===== config.mk =====
export PLATFORM = sky130hd
export DESIGN_NAME = cook_timer_ctrl
export DESIGN_NICKNAME = d
export VERILOG_FILES = /design/src/rtl/cook_timer_ctrl.sv
export SDC_FILE = /design/constraint.sdc
export NUM_CORES = 1
export LEC_CHECK = 0
export CAP_MARGIN = 20
export CORE_ASPECT_RATIO = 1.5
export CORE_MARGIN = 1
export CORE_UTILIZATION = 60
export CTS_CLUSTER_SIZE = 25
export DETAILED_ROUTE_END_ITERATION = 8
export PLACE_DENSITY = 0.86
export SETUP_SLACK_MARGIN = 0.4
export SLEW_MARGIN = 10
export SYNTH_ARGS = -nofsm -noshare
export SYNTH_HDL_FRONTEND = slang
export SYNTH_SLANG_ARGS = --single-unit

===== constraint.sdc =====
create_clock -name clk -period 6.1 [get_ports clk]
set_input_delay 1.525 -clock clk [delete_from_list [all_inputs] [get_ports clk]]
set_output_delay 1.525 -clock clk [all_outputs]
set_load 0.05 [all_outputs]

===== src/rtl/cook_timer_ctrl.sv =====
// Microwave cook controller: one-hot keypad entry into a BCD M:SS register,
// countdown with pause/resume, duty-cycled magnetron enable and a timed
// done indication. Digits are stored as ones, tens, then minutes upward.
module cook_timer_ctrl #(
  parameter int TICKS_PER_SEC = 100,
  parameter int MIN_DIGITS    = 1,
  parameter int DUTY_STEPS    = 10,
  parameter int DONE_SECS     = 3
) (
  input  logic                    clk,
  input  logic                    clearn,
  input  logic [9:0]              keypad,
  input  logic                    startn,
  input  logic                    stopn,
  input  logic                    door_closed,
  input  logic [3:0]              power_level,
  output logic [3:0]              seconds_ones,
  output logic [3:0]              seconds_tens,
  output logic [4*MIN_DIGITS-1:0] minutes,
  output logic                    mag_on,
  output logic                    done,
  output logic [1:0]              state
);

  localparam int NUM_DIGITS = MIN_DIGITS + 2;
  localparam int PRE_W      = $clog2(TICKS_PER_SEC);
  localparam int DONE_W     = (DONE_SECS > 1) ? $clog2(DONE_SECS) : 1;

  localparam logic [PRE_W-1:0]  PRE_LAST  = PRE_W'(TICKS_PER_SEC - 1);
  localparam logic [DONE_W-1:0] DONE_LAST = DONE_W'(DONE_SECS - 1);
  localparam logic [3:0]        DUTY_MAX  = 4'(DUTY_STEPS);
  localparam logic [3:0]        DUTY_LAST = 4'(DUTY_STEPS - 1);

  typedef enum logic [1:0] {
    ST_IDLE  = 2'd0,
    ST_COOK  = 2'd1,
    ST_PAUSE = 2'd2,
    ST_DONE  = 2'd3
  } state_t;

  state_t              state_q;
  logic [3:0]          digits_q [NUM_DIGITS];
  logic [PRE_W-1:0]    prescaler_q;
  logic [3:0]          duty_q;
  logic [3:0]          power_q;
  logic [DONE_W-1:0]   doneCnt_q;
  logic                done_q;

  // Edge-detect history. armed_q blocks events on the first cycle after
  // reset so that a button held through reset release needs a fresh press.
  logic                armed_q;
  logic                keyZero_q;
  logic                startPrev_q;
  logic                stopPrev_q;

  logic                keyOneHot;
  logic                keyEvent;
  logic                startEvent;
  logic                stopEvent;
  logic [3:0]          keyDigit;
  logic [3:0]          effPower;
  logic                secTick;
  logic                timeNonZero;
  logic [3:0]          decDigits [NUM_DIGITS];
  logic                decZero;
  logic                borrow;

  // Single-cycle event pulses from the keypad and the two buttons.
  always_comb begin
    keyOneHot  = (keypad != 10'd0) && ((keypad & (keypad - 10'd1)) == 10'd0);
    keyEvent   = armed_q && keyOneHot && keyZero_q;
    startEvent = armed_q && startPrev_q && !startn;
    stopEvent  = armed_q && stopPrev_q && !stopn;
  end

  // Encode the one-hot key into its digit value.
  always_comb begin
    keyDigit = 4'd0;
    for (int i = 0; i < 10; i++) begin
      if (keypad[i]) begin
        keyDigit = 4'(i);
      end
    end
  end

  // Out-of-range or zero power means full power for the whole window.
  always_comb begin
    if ((power_level == 4'd0) || (power_level > DUTY_MAX)) begin
      effPower = DUTY_MAX;
    end else begin
      effPower = power_level;
    end
  end

  // One-second boundary of the prescaler, and whether any time is loaded.
  always_comb begin
    secTick     = (prescaler_q == PRE_LAST);
    timeNonZero = 1'b0;
    for (int i = 0; i < NUM_DIGITS; i++) begin
      if (digits_q[i] != 4'd0) begin
        timeNonZero = 1'b1;
      end
    end
  end

  // BCD one-second decrement; seconds borrow from minutes as 59, minutes
  // borrow between themselves as 9.
  always_comb begin
    borrow = 1'b0;
    for (int i = 0; i < NUM_DIGITS; i++) begin
      decDigits[i] = digits_q[i];
    end
    if (digits_q[0] != 4'd0) begin
      decDigits[0] = digits_q[0] - 4'd1;
    end else if (digits_q[1] != 4'd0) begin
      decDigits[1] = digits_q[1] - 4'd1;
      decDigits[0] = 4'd9;
    end else begin
      decDigits[0] = 4'd9;
      decDigits[1] = 4'd5;
      borrow       = 1'b1;
      for (int i = 2; i < NUM_DIGITS; i++) begin
        if (borrow) begin
          if (digits_q[i] != 4'd0) begin
            decDigits[i] = digits_q[i] - 4'd1;
            borrow       = 1'b0;
          end else begin
            decDigits[i] = 4'd9;
          end
        end
      end
    end
    decZero = 1'b1;
    for (int i = 0; i < NUM_DIGITS; i++) begin
      if (decDigits[i] != 4'd0) begin
        decZero = 1'b0;
      end
    end
  end

  // Main controller: edge history, digit register, prescaler, duty window
  // and the IDLE/COOK/PAUSE/DONE sequencing.
  always_ff @(posedge clk or negedge clearn) begin
    if (!clearn) begin
      state_q     <= ST_IDLE;
      for (int i = 0; i < NUM_DIGITS; i++) begin
        digits_q[i] <= 4'd0;
      end
      prescaler_q <= '0;
      duty_q      <= 4'd0;
      power_q     <= 4'd0;
      doneCnt_q   <= '0;
      done_q      <= 1'b0;
      armed_q     <= 1'b0;
      keyZero_q   <= 1'b1;
      startPrev_q <= 1'b1;
      stopPrev_q  <= 1'b1;
    end else begin
      armed_q     <= 1'b1;
      keyZero_q   <= (keypad == 10'd0);
      startPrev_q <= startn;
      stopPrev_q  <= stopn;

      case (state_q)
        ST_IDLE: begin
          if (stopEvent) begin
            for (int i = 0; i < NUM_DIGITS; i++) begin
              digits_q[i] <= 4'd0;
            end
          end else if (startEvent && door_closed && timeNonZero) begin
            state_q     <= ST_COOK;
            power_q     <= effPower;
            prescaler_q <= '0;
            duty_q      <= 4'd0;
          end else if (keyEvent) begin
            digits_q[0] <= keyDigit;
            for (int i = 1; i < NUM_DIGITS; i++) begin
              digits_q[i] <= digits_q[i-1];
            end
          end
        end

        ST_COOK: begin
          if (!door_closed || stopEvent) begin
            state_q <= ST_PAUSE;
          end else if (secTick) begin
            prescaler_q <= '0;
            duty_q      <= (duty_q == DUTY_LAST) ? 4'd0 : duty_q + 4'd1;
            for (int i = 0; i < NUM_DIGITS; i++) begin
              digits_q[i] <= decDigits[i];
            end
            if (decZero) begin
              state_q   <= ST_DONE;
              done_q    <= 1'b1;
              doneCnt_q <= '0;
            end
          end else begin
            prescaler_q <= prescaler_q + PRE_W'(1);
          end
        end

        ST_PAUSE: begin
          if (stopEvent) begin
            state_q     <= ST_IDLE;
            prescaler_q <= '0;
            duty_q      <= 4'd0;
            for (int i = 0; i < NUM_DIGITS; i++) begin
              digits_q[i] <= 4'd0;
            end
          end else if (startEvent && door_closed) begin
            state_q <= ST_COOK;
            power_q <= effPower;
          end
        end

        ST_DONE: begin
          if (keyEvent || startEvent || stopEvent) begin
            state_q     <= ST_IDLE;
            done_q      <= 1'b0;
            prescaler_q <= '0;
          end else if (secTick) begin
            prescaler_q <= '0;
            if (doneCnt_q == DONE_LAST) begin
              state_q <= ST_IDLE;
              done_q  <= 1'b0;
            end else begin
              doneCnt_q <= doneCnt_q + DONE_W'(1);
            end
          end else begin
            prescaler_q <= prescaler_q + PRE_W'(1);
          end
        end

        default: begin
          state_q <= ST_IDLE;
        end
      endcase
    end
  end

  // Magnetron gating stays combinational on the door so it drops instantly.
  always_comb begin
    mag_on = (state_q == ST_COOK) && door_closed && (duty_q < power_q);
  end

  // Present the digit register as BCD outputs, top minute digit highest.
  always_comb begin
    seconds_ones = digits_q[0];
    seconds_tens = digits_q[1];
    minutes      = '0;
    for (int i = 0; i < MIN_DIGITS; i++) begin
      minutes[4*i +: 4] = digits_q[2+i];
    end
    done  = done_q;
    state = state_q;
  end

endmodule


[Word-level counts from Yosys, hierarchy flattened]
Index checks and enable logic that the tools add are counted.
W data, S select, Z words.
Operators by class
  eq/ne operators: 24
  order comparisons: 2
  muxes and demuxes: 72
  reduce and logical (&&, ||, !) cells: 39
  bitwise logic cells: 1
  add/subtract/negate cells: 7
Operators by type and width (count)
  $mux W4: 23
  $mux W12: 6
  $mux W7: 6
  $pmux W12 S3: 1
  $mux W2: 16
  $pmux W7 S4: 1
  $reduce_bool A4 Y1: 6
  $ne A2 B2 Y1 const B: 11
  $ne A3 B3 Y1 const B: 7
  $logic_not A10 Y1: 2
  $reduce_and A6 Y1: 3
  $reduce_and A7 Y1: 2
  $mux W1: 13
  $pmux W4 S3: 1
  $sub A4 B1 Y4 const B: 3
  $logic_and A1 B1 Y1: 11
  $and A10 B10 Y10: 1
  $reduce_bool A10 Y1: 1
  $sub A10 B1 Y10 const B: 1
  $mux W8: 1
  $pmux W2 S4: 1
  $pmux W4 S2: 1
  $add A7 B1 Y7 const B: 1
  $eq A7 B7 Y1 const B: 1
  other kinds (17): 25
Storage, ports and cells
  bits of input ports: 19
  output and inout bits: 16
  word-level logic and storage cells: 158
  register bits: 36

[Longest topological paths before layout]
Gate-level depths: netlist of run 1.
  word-level depth: 13
  depth in mapped cells: 11
  gate-level depth less buffers: 9

[Worst setup path before layout of run 1]
No wires, ideal clock.
  kind: in2out
  start: input door_closed
  end: output mag_on
  cell stages on the path: 2
  slack: 1774 ps
  data required time: 4575 ps
  data arrival time: 2801 ps
  buffers on the path: 0
  cell sequence: nand2_1 > a211oi_1
On the way
  cells in the longest elaborated chain, start to end: 2
Ends and longest elaborated chain
  from (decl): RTL line 15  | input logic door_closed,
  $logic_and A1 B1 Y1 (2 in a row): RTL line 243  | mag_on = (state_q == ST_COOK) && door_closed && (duty_q < power_q);
  to (decl): RTL line 20  | output logic mag_on,
Every way passes these cells.

[Worst setup path in the final report of run 1]
Same ends and word-level chain as after synthesis.

==> flow_summary.html, run 1 <==
<table>
<tr><th>Metric</th><th>Value</th></tr>
<tr><th colspan="2">Clock tree</th></tr>
<tr><td>Insertion delay to the later sink of the worst-skew pair</td><td>290 ps</td></tr>
<tr><td>Largest buffer count on any clock path</td><td>2</td></tr>
<tr><td>Max H-tree Level</td><td>2</td></tr>
<tr><td>Count of hold-fix buffers inserted at cts</td><td>0</td></tr>
<tr><td>TritonCTS clock tree</td><td>done</td></tr>
<tr><td>Number of clock sinks</td><td>36</td></tr>
<tr><td>Post-CTS Setup Bufs</td><td>0</td></tr>
<tr><td>Number of CTS-inserted buffers</td><td>5</td></tr>
<tr><td>Clock Root Buffer</td><td>sky130_fd_sc_hd__clkbuf_8</td></tr>
<tr><td>CTS-repair resized insts</td><td>0</td></tr>
<tr><td>Clock transition at the register clock pins on the worst setup and hold paths after CTS</td><td>70 ps</td></tr>
<tr><th colspan="2">Synth</th></tr>
<tr><td>Warnings from Yosys</td><td>0</td></tr>
<tr><td>Post-synthesis instance area</td><td>2586 µm²</td></tr>
<tr><td>Main combinational cell family by area after synthesis</td><td>compound AO/OA/AOI/OAI gates</td></tr>
<tr><td>Cell taking the most area after synthesis</td><td>sky130_fd_sc_hd__dfrtp_1</td></tr>
<tr><td>Flip-flop and latch count after synthesis</td><td>36</td></tr>
<tr><td>Synth top cells by count</td><td>sky130_fd_sc_hd__dfrtp_1 (33), sky130_fd_sc_hd__nand2_1 (32), sky130_fd_sc_hd__nor2_1 (32), sky130_fd_sc_hd__o21ai_0 (21), sky130_fd_sc_hd__ha_1 (16)</td></tr>
<tr><td>Number of standard cells after synthesis</td><td>303</td></tr>
<tr><td>Mapped Nets</td><td>338</td></tr>
<tr><td>Async S/R FF share, synth</td><td>1.000</td></tr>
<tr><td>Post-synth top flop</td><td>sky130_fd_sc_hd__dfrtp_1</td></tr>
<tr><td>Complex-gate fraction of the synthesized area</td><td>0.2569</td></tr>
<tr><td>Adder-cell share of the synthesized area</td><td>0.07741</td></tr>
<tr><td>Number of distinct standard cells referenced by the synthesized netlist</td><td>58</td></tr>
<tr><td>Area contributors post-synth</td><td>sky130_fd_sc_hd__dfrtp_1 (32%), sky130_fd_sc_hd__ha_1 (7.7%), sky130_fd_sc_hd__nand2_1 (4.6%)</td></tr>
<tr><td>Post-synthesis mux area share</td><td>0.02419</td></tr>
<tr><td>Proportion of netlist area held by the largest area contributor</td><td>0.3193</td></tr>
<tr><td>Count of flip-flops with a built-in enable after synthesis</td><td>0</td></tr>
<tr><td>Synthesized area divided by synthesized cell count</td><td>8.535 µm²</td></tr>
<tr><td>Fraction of the yosys area taken by sequential cells</td><td>0.3498</td></tr>
<tr><td>Cell with the most instances after synthesis</td><td>sky130_fd_sc_hd__dfrtp_1</td></tr>
<tr><td>Post-synthesis xor/xnor area fraction</td><td>0</td></tr>
<tr><td>Simple-Gate Fraction of Synth Area</td><td>0.2409</td></tr>
<tr><th colspan="2">STA</th></tr>
<tr><td>Maximum achievable frequency</td><td>207.4 MHz</td></tr>
<tr><td>Unrepaired setup endpoints after global routing</td><td>false</td></tr>
<tr><td>Min Tclk post-route</td><td>4821 ps</td></tr>
<tr><td>Share of the cycle needed by the critical path after routing</td><td>0.7904</td></tr>
<tr><td>Final sum of negative setup slack</td><td>0 ps</td></tr>
<tr><td>Final Max Tran Viols</td><td>0</td></tr>
<tr><td>Remaining max-slew budget at the tightest pin</td><td>0.2724</td></tr>
<tr><td>Transition time at the pin with the least slew margin</td><td>1091 ps</td></tr>
<tr><td>Count of final hold-check violations</td><td>0</td></tr>
<tr><td>WHS</td><td>526.5 ps</td></tr>
<tr><td>Worst Clk Skew</td><td>3.878 ps</td></tr>
<tr><td>Total of endpoints with negative setup slack in the final report</td><td>0</td></tr>
<tr><th colspan="2">Placement</th></tr>
<tr><td>Last weighted congestion value of the routability-driven placer</td><td>0.9662</td></tr>
<tr><td>Port bufs</td><td>34</td></tr>
<tr><td>Number of placed instances, taps included</td><td>373</td></tr>
<tr><td>Placed wire-length estimate</td><td>4324 µm</td></tr>
<tr><th colspan="2">Drt</th></tr>
<tr><td>Antenna Violating Nets Remaining</td><td>0</td></tr>
<tr><td>Via count</td><td>2409</td></tr>
<tr><td>Number of DRC violations after detailed-routing iteration 0</td><td>155</td></tr>
<tr><td>Post-DR vias/cell</td><td>6.323</td></tr>
<tr><td>Total wire length</td><td>6091 µm</td></tr>
<tr><td>DRC Markers</td><td>0</td></tr>
<tr><td>TritonRoute pass-1 iters</td><td>5</td></tr>
<tr><td>Drt wl/cell</td><td>15.99 µm</td></tr>
<tr><th colspan="2">Outcome</th></tr>
<tr><td>Result of the run</td><td>complete, no violations</td></tr>
<tr><th colspan="2">Layout</th></tr>
<tr><td>Core occupancy in the finished layout</td><td>0.7494</td></tr>
<tr><td>Fraction of layout cells with a size suffix above 1</td><td>0.08929</td></tr>
<tr><td>Post-route non-filler standard cell count</td><td>381</td></tr>
<tr><td>Synthesis-to-finish area growth</td><td>16.74%</td></tr>
<tr><td>Antenna fix cells</td><td>0</td></tr>
<tr><td>Final layout net count</td><td>370</td></tr>
<tr><th colspan="2">Floorplan</th></tr>
<tr><td>FP Rows</td><td>28</td></tr>
<tr><td>Count of boundary I/O pins</td><td>35</td></tr>
<tr><td>Die Area</td><td>4582 µm²</td></tr>
<tr><td>Initial cell density of the core</td><td>0.6419</td></tr>
<tr><td>Die span in y</td><td>82.41 µm</td></tr>
<tr><td>Area of the core</td><td>4029 µm²</td></tr>
<tr><td>Die extent in x</td><td>55.61 µm</td></tr>
<tr><th colspan="2">Worst setup path</th></tr>
<tr><td>CP max FO</td><td>4</td></tr>
<tr><td>Crit path arrival time</td><td>3300 ps</td></tr>
<tr><td>Largest delay share family, worst path</td><td>buffers and inverters</td></tr>
<tr><td>Most used cell, CP</td><td>sky130_fd_sc_hd__clkdlybuf4s50_1</td></tr>
<tr><td>Critical Path End Type</td><td>primary output</td></tr>
<tr><td>Peak per-stage delay on the critical path</td><td>850 ps</td></tr>
<tr><td>Endpoint of the worst-slack reg-to-reg timing path</td><td>seconds_ones[3]$_DFFE_PN0P_</td></tr>
<tr><td>Cell Chain, Critical Path</td><td>clkdlybuf4s50_1 &gt; nand2_1 &gt; a211oi_1 &gt; clkdlybuf4s50_1</td></tr>
<tr><td>Worst Setup Start Kind</td><td>input port</td></tr>
<tr><td>Buf/Inv on CP</td><td>2</td></tr>
<tr><td>Critical R2R Launch</td><td>seconds_ones[1]$_DFFE_PN0P_</td></tr>
<tr><td>Worst-path cell with the longest stage delay</td><td>sky130_fd_sc_hd__clkdlybuf4s50_1</td></tr>
<tr><td>Required arrival time at the worst endpoint</td><td>4580 ps</td></tr>
<tr><td>Minimum setup slack among reg-to-reg paths</td><td>3050 ps</td></tr>
<tr><td>Setup CP Type</td><td>in2out</td></tr>
<tr><td>Depth of the most critical reg-to-reg path</td><td>8</td></tr>
<tr><th colspan="2">Global route</th></tr>
<tr><td>First-pass GRT wire length</td><td>9936 µm</td></tr>
<tr><td>Vias in the first global route</td><td>2268</td></tr>
<tr><td>Maximum number of pins on one net before global-route repair</td><td>37</td></tr>
<tr><td>Initial antenna violation count</td><td>0</td></tr>
<tr><td>Total routing resource utilization after global routing</td><td>0.2751</td></tr>
<tr><td>Grt ovf</td><td>0</td></tr>
<tr><th colspan="2">Hold path</th></tr>
<tr><td>Min-Delay Path Class</td><td>reg2reg</td></tr>
<tr><td>Count of cells along the worst hold path</td><td>2</td></tr>
<tr><td>Hold Path Origin</td><td>done$_DFFE_PN0P_</td></tr>
<tr><td>Hold path endpoint</td><td>done$_DFFE_PN0P_</td></tr>
<tr><th colspan="2">Power and ir drop</th></tr>
<tr><td>Worst VDD drop</td><td>0.4012 mV</td></tr>
<tr><td>Ratio of total power to cell area</td><td>506.2 nW/µm²</td></tr>
<tr><td>Leak</td><td>1.311 nW</td></tr>
<tr><th colspan="2">Job</th></tr>
<tr><td>Max-cap viol count</td><td>0</td></tr>
</table>
layout make-up:
cell class,instances,area [µm²]
inverters,15,56.30
multi-input cells,241,1554
clock buffers,6,82.58
fillers,316,1010
repair buffers,36,355.3
clock inverters,2,10.01
well taps,45,56.30
flip-flops and latches,36,904.6
kinds of logic after synthesis:
logic type | Yosys count
buffers and inverters | 26
muxes | 6
other | 1
adders and majority gates | 16
AOI/OAI and AO/OA | 97
and+or+nand+nor | 121
DFF | 36
metal layers:
| layer | part of all wire | global-route usage |
|---|---|---|
| met3 | 0.045 | 0.04206 |
| met4 | 0.018 | 0.1350 |
| met1 | 0.41 | 0.3040 |
| met2 | 0.53 | 0.5157 |
| met5 | 0 | 0 |
worst max-delay path by stage:
stage	startpoint	to	slack (ps)	cells after the start
detailed placement	door_closed	mag_on	1280	4
global route	door_closed	mag_on	1190	4
global placement	door_closed	mag_on	1300	4
floorplan	door_closed	mag_on	1770	2
CTS	door_closed	mag_on	1280	4
finish	door_closed	mag_on	1280	4
report_power, final:
part,switching (W),internal (W),total (W)
combinational,0.000587,0.000343,0.000931
sequential,0.0000960,0.000322,0.000418
clock,0.0000892,0.0000901,0.000179
placed cells by master, fill, tap and decap left out, types with 2 or more instances in the layout:
cell / synthesis / layout
sky130_fd_sc_hd__nor3b_1: 3 / 3
sky130_fd_sc_hd__clkbuf_8: 1 / 6
sky130_fd_sc_hd__dfstp_2: 3 / 3
sky130_fd_sc_hd__or3_1: 3 / 3
sky130_fd_sc_hd__nor2b_1: 3 / 3
sky130_fd_sc_hd__a31oi_1: 3 / 3
sky130_fd_sc_hd__or4_1: 3 / 3
sky130_fd_sc_hd__nor4_1: 2 / 2
sky130_fd_sc_hd__nand2b_1: 3 / 3
sky130_fd_sc_hd__nand3_1: 7 / 7
sky130_fd_sc_hd__a221o_1: 2 / 2
sky130_fd_sc_hd__a211oi_1: 5 / 5
sky130_fd_sc_hd__o21a_1: 4 / 4
sky130_fd_sc_hd__and2b_2: 2 / 2
sky130_fd_sc_hd__dfrtp_1: 33 / 33
sky130_fd_sc_hd__o21bai_1: 3 / 3
sky130_fd_sc_hd__a21oi_1: 14 / 14
sky130_fd_sc_hd__nand4bb_1: 2 / 2
sky130_fd_sc_hd__nor3_1: 13 / 13
sky130_fd_sc_hd__a21o_1: 5 / 5
sky130_fd_sc_hd__ha_1: 16 / 16
sky130_fd_sc_hd__or2_4: 2 / 2
sky130_fd_sc_hd__or2_2: 5 / 5
sky130_fd_sc_hd__mux2i_1: 4 / 4
sky130_fd_sc_hd__a22o_1: 3 / 3
sky130_fd_sc_hd__nor2_1: 32 / 32
sky130_fd_sc_hd__clkinv_2: 0 / 2
sky130_fd_sc_hd__inv_1: 15 / 15
sky130_fd_sc_hd__o211ai_1: 2 / 2
sky130_fd_sc_hd__buf_4: 0 / 2
sky130_fd_sc_hd__clkdlybuf4s50_1: 0 / 34
sky130_fd_sc_hd__o21ai_1: 5 / 5
sky130_fd_sc_hd__and2_1: 2 / 2
sky130_fd_sc_hd__o22ai_1: 2 / 2
sky130_fd_sc_hd__nand2_1: 32 / 32
sky130_fd_sc_hd__o21ai_0: 21 / 21
sky130_fd_sc_hd__mux2_2: 2 / 2
sky130_fd_sc_hd__o31ai_1: 12 / 12
sky130_fd_sc_hd__a22oi_1: 5 / 5
registers in the layout, indices dropped and copies added (netlist names):
signal        cells
prescaler_q       7
doneCnt_q         2
minutes           4
duty_q            4
keyZero_q         1
state             2
done              1
startPrev_q       1
stopPrev_q        1
power_q           4
armed_q           1
seconds_ones      4
seconds_tens      4
through the flow:
| step | setup slack [ps] | cell area (µm²) | total power, W |
|---|---|---|---|
| after floorplan | 1774 | 2586 | 0.001112 |
| after global placement | 1296 | 2927 | 0.001312 |
| after detailed placement | 1284 | 2927 | 0.001335 |
| after CTS | 1282 | 3019 | 0.001523 |
| after global routing | 1195 | 3019 | 0.001625 |
| final | 1279 | 3019 | 0.001528 |
worst reg2reg max path, stage by stage (launching register included):
cell                      delay, ps
sky130_fd_sc_hd__dfrtp_1        440
sky130_fd_sc_hd__inv_1          150
sky130_fd_sc_hd__ha_1           220
sky130_fd_sc_hd__or4b_1         580
sky130_fd_sc_hd__nor4_2         430
sky130_fd_sc_hd__nor2_1         100
sky130_fd_sc_hd__o211a_1        360
sky130_fd_sc_hd__or2_4          370
sky130_fd_sc_hd__mux2_2         290
Note: power is estimated with default switching activity, not from simulation.
==> inputs of run 2 (changes only) <==
- CORE_UTILIZATION: 60 -> 50
- PLACE_DENSITY: 0.86 -> 0.77
- clock period: 6.1 -> 4.3 ns (I/O delays scaled with it)
==> flow_summary.html, run 2 (same netlist as run 1, synthesis figures left out) <==
<table>
<tr><th>Metric</th><th>Value</th></tr>
<tr><th colspan="2">STA</th></tr>
<tr><td>Remaining max-slew budget at the tightest pin</td><td>0.4909 (+0.2184)</td></tr>
<tr><td>Transition time at the pin with the least slew margin</td><td>759.1 ps (-332.2 ps)</td></tr>
<tr><td>Final Worst Setup Slack</td><td>830.9 ps (-447.7 ps)</td></tr>
<tr><td>Count of final hold-check violations</td><td>0 (unchanged)</td></tr>
<tr><td>Min Tclk post-route</td><td>3469 ps</td></tr>
<tr><td>Final Max Tran Viols</td><td>0 (unchanged)</td></tr>
<tr><td>WHS</td><td>513.0 ps (-13.57 ps)</td></tr>
<tr><td>Total of endpoints with negative setup slack in the final report</td><td>0 (unchanged)</td></tr>
<tr><td>Maximum achievable frequency</td><td>288.3 MHz</td></tr>
<tr><td>Final sum of negative setup slack</td><td>0 ps (unchanged)</td></tr>
<tr><td>Unrepaired setup endpoints after global routing</td><td>false</td></tr>
<tr><td>Worst Clk Skew</td><td>4.305 ps (+0.4271 ps)</td></tr>
<tr><td>Share of the cycle needed by the critical path after routing</td><td>0.8068</td></tr>
<tr><th colspan="2">Worst setup path</th></tr>
<tr><td>Critical Path End Type</td><td>primary output</td></tr>
<tr><td>CP max FO</td><td>4 (unchanged)</td></tr>
<tr><td>Depth of the most critical reg-to-reg path</td><td>9 (+1)</td></tr>
<tr><td>Worst Setup Start Kind</td><td>input port</td></tr>
<tr><td>Crit path arrival time</td><td>2390 ps (-910 ps)</td></tr>
<tr><td>Setup CP Type</td><td>in2out</td></tr>
<tr><td>Required arrival time at the worst endpoint</td><td>3220 ps (-1360 ps)</td></tr>
<tr><th colspan="2">Floorplan</th></tr>
<tr><td>FP Rows</td><td>31 (+11%)</td></tr>
<tr><td>Die Area</td><td>5470 µm² (+19%)</td></tr>
<tr><td>Die extent in x</td><td>60.72 µm (+9.2%)</td></tr>
<tr><td>Die span in y</td><td>90.09 µm (+9.3%)</td></tr>
<tr><td>Initial cell density of the core</td><td>0.5292 (-0.1127)</td></tr>
<tr><td>Area of the core</td><td>4887 µm² (+21%)</td></tr>
<tr><td>Count of boundary I/O pins</td><td>35 (unchanged)</td></tr>
<tr><th colspan="2">Placement</th></tr>
<tr><td>Setup Slack @ Placement</td><td>415.1 ps (-868.7 ps)</td></tr>
<tr><td>Placed wire-length estimate</td><td>4405 µm (+1.9%)</td></tr>
<tr><td>Port bufs</td><td>34 (unchanged)</td></tr>
<tr><td>Number of placed instances, taps included</td><td>397 (+6.4%)</td></tr>
<tr><td>Last weighted congestion value of the routability-driven placer</td><td>0.8954 (-7.3%)</td></tr>
<tr><th colspan="2">Job</th></tr>
<tr><td>Max-cap viol count</td><td>0 (unchanged)</td></tr>
<tr><th colspan="2">Hold path</th></tr>
<tr><td>Min-Delay Path Class</td><td>reg2reg</td></tr>
<tr><td>Count of cells along the worst hold path</td><td>2 (unchanged)</td></tr>
<tr><th colspan="2">Outcome</th></tr>
<tr><td>Result of the run</td><td>complete, no violations</td></tr>
<tr><th colspan="2">Clock tree</th></tr>
<tr><td>Largest buffer count on any clock path</td><td>2 (unchanged)</td></tr>
<tr><td>Clock transition at the register clock pins on the worst setup and hold paths after CTS</td><td>70 ps (about the same)</td></tr>
<tr><td>Max H-tree Level</td><td>2 (unchanged)</td></tr>
<tr><td>Clock Root Buffer</td><td>sky130_fd_sc_hd__clkbuf_8</td></tr>
<tr><td>Number of CTS-inserted buffers</td><td>5 (unchanged)</td></tr>
<tr><td>Insertion delay to the later sink of the worst-skew pair</td><td>280 ps (about the same)</td></tr>
<tr><td>TritonCTS clock tree</td><td>done</td></tr>
<tr><td>Number of clock sinks</td><td>36 (unchanged)</td></tr>
<tr><th colspan="2">Drt</th></tr>
<tr><td>DRC Markers</td><td>0 (unchanged)</td></tr>
<tr><td>Post-DR vias/cell</td><td>5.973 (-5.5%)</td></tr>
<tr><td>TritonRoute pass-1 iters</td><td>4 (-1)</td></tr>
<tr><td>Drt wl/cell</td><td>14.57 µm (-8.8%)</td></tr>
<tr><td>Number of DRC violations after detailed-routing iteration 0</td><td>84 (-46%)</td></tr>
<tr><td>Via count</td><td>2419 (+0.42%)</td></tr>
<tr><td>Total wire length</td><td>5902 µm (-3.1%)</td></tr>
<tr><td>Antenna Violating Nets Remaining</td><td>0 (unchanged)</td></tr>
<tr><th colspan="2">Layout</th></tr>
<tr><td>Largest register by flop count</td><td>prescaler_q</td></tr>
<tr><td>Antenna fix cells</td><td>0 (unchanged)</td></tr>
<tr><td>Core occupancy in the finished layout</td><td>0.6285 (-0.1209)</td></tr>
<tr><td>Synthesis-to-finish area growth</td><td>18.77%</td></tr>
<tr><td>Top library cells by usage in the layout, fill and taps aside</td><td>sky130_fd_sc_hd__dfrtp_1 (33), sky130_fd_sc_hd__clkdlybuf4s50_1 (33), sky130_fd_sc_hd__nand2_1 (32), sky130_fd_sc_hd__nor2_1 (32), sky130_fd_sc_hd__o21ai_0 (21)</td></tr>
<tr><td>Fraction of layout cells with a size suffix above 1</td><td>0.09440 (+0.005110)</td></tr>
<tr><td>Final layout net count</td><td>373 (+0.81%)</td></tr>
<tr><td>Flip-flop count of the largest register, all copies and words added</td><td>7 (unchanged)</td></tr>
<tr><td>Post-route non-filler standard cell count</td><td>405 (+6.3%)</td></tr>
<tr><th colspan="2">Power and ir drop</th></tr>
<tr><td>Ratio of total power to cell area</td><td>710.4 nW/µm² (+40%)</td></tr>
<tr><td>Worst VDD drop</td><td>0.4515 mV (+13%)</td></tr>
<tr><td>Leak</td><td>1.335 nW (+1.9%)</td></tr>
<tr><th colspan="2">Global route</th></tr>
<tr><td>Total routing resource utilization after global routing</td><td>0.2395 (-0.03565)</td></tr>
<tr><td>Initial antenna violation count</td><td>0 (unchanged)</td></tr>
<tr><td>Vias in the first global route</td><td>2288 (+0.88%)</td></tr>
<tr><td>First-pass GRT wire length</td><td>10230 µm (+3.0%)</td></tr>
<tr><td>Maximum number of pins on one net before global-route repair</td><td>37 (unchanged)</td></tr>
<tr><td>Grt ovf</td><td>0 (unchanged)</td></tr>
</table>
-- run 2: cell count changes in the layout (fill, tap and decap cells not counted) --
cell | previous run | this run
sky130_fd_sc_hd__buf_4 | 2 | 5
sky130_fd_sc_hd__clkinvlp_4 | 0 | 1
sky130_fd_sc_hd__clkbuf_1 | 0 | 1
sky130_fd_sc_hd__clkdlybuf4s50_1 | 34 | 33
sky130_fd_sc_hd__dlymetal6s2s_1 | 0 | 1
sky130_fd_sc_hd__clkinv_2 | 2 | 0
-- run 2: through the flow --
step | instance area [µm²] | total power (W)
finish | 3072 | 0.002182
global route | 3072 | 0.002361
CTS | 3069 | 0.002182
detailed placement | 2975 | 0.001924
global placement | 2975 | 0.001900
floorplan | 2586 | 0.001577
-- run 2: worst max-delay path: stages --
cell,delay [ps]
sky130_fd_sc_hd__clkdlybuf4s50_1,530
sky130_fd_sc_hd__nand2_1,120
sky130_fd_sc_hd__a211oi_1,210
sky130_fd_sc_hd__dlymetal6s2s_1,450
-- run 2: what timing repair did --
item                       CTS  global route
hold buffers                 0             0
buffers inserted             0             0
gates resized for setup      0             1
setup endpoints to repair    0             1
-- run 2: final timing paths --
check | from | to | slack [ps]
setup reg to reg | seconds_ones[1]$_DFFE_PN0P_ | prescaler_q[6]$_DFFE_PN0P_ | 1480
hold reg to reg | done$_DFFE_PN0P_ | done$_DFFE_PN0P_ | 510
max in group asynchronous | clearn | stopPrev_q$_DFF_PN1_ | 2730
hold / removal | done$_DFFE_PN0P_ | done$_DFFE_PN0P_ | 510
setup / recovery | door_closed | mag_on | 830
min in group asynchronous | clearn | duty_q[0]$_DFFE_PN0P_ | 1210
-- run 2: final cells by class --
class	count	area (µm²)
inverter	15	56.30
tap	66	82.58
clock inverter	1	7.507
timing repair buffer	39	380.4
clock buffer	7	86.33
multi-input combinational	241	1554
fill	431	1815
sequential	36	904.6
-- run 2: layer usage --
metal	up-vias	track usage	routed length (µm)
met5	-	0	0
met4	0	0.08333	94
met3	10	0.04317	213
met2	64	0.4011	3126
met1	1170	0.2986	2467
li1	1175	-	-
-- run 2: power breakdown --
group | internal (W) | switching (W)
Clock | 0.000130 | 0.000120
Sequential | 0.000457 | 0.000132
Combinational | 0.000510 | 0.000833
Total | 0.00110 | 0.00108
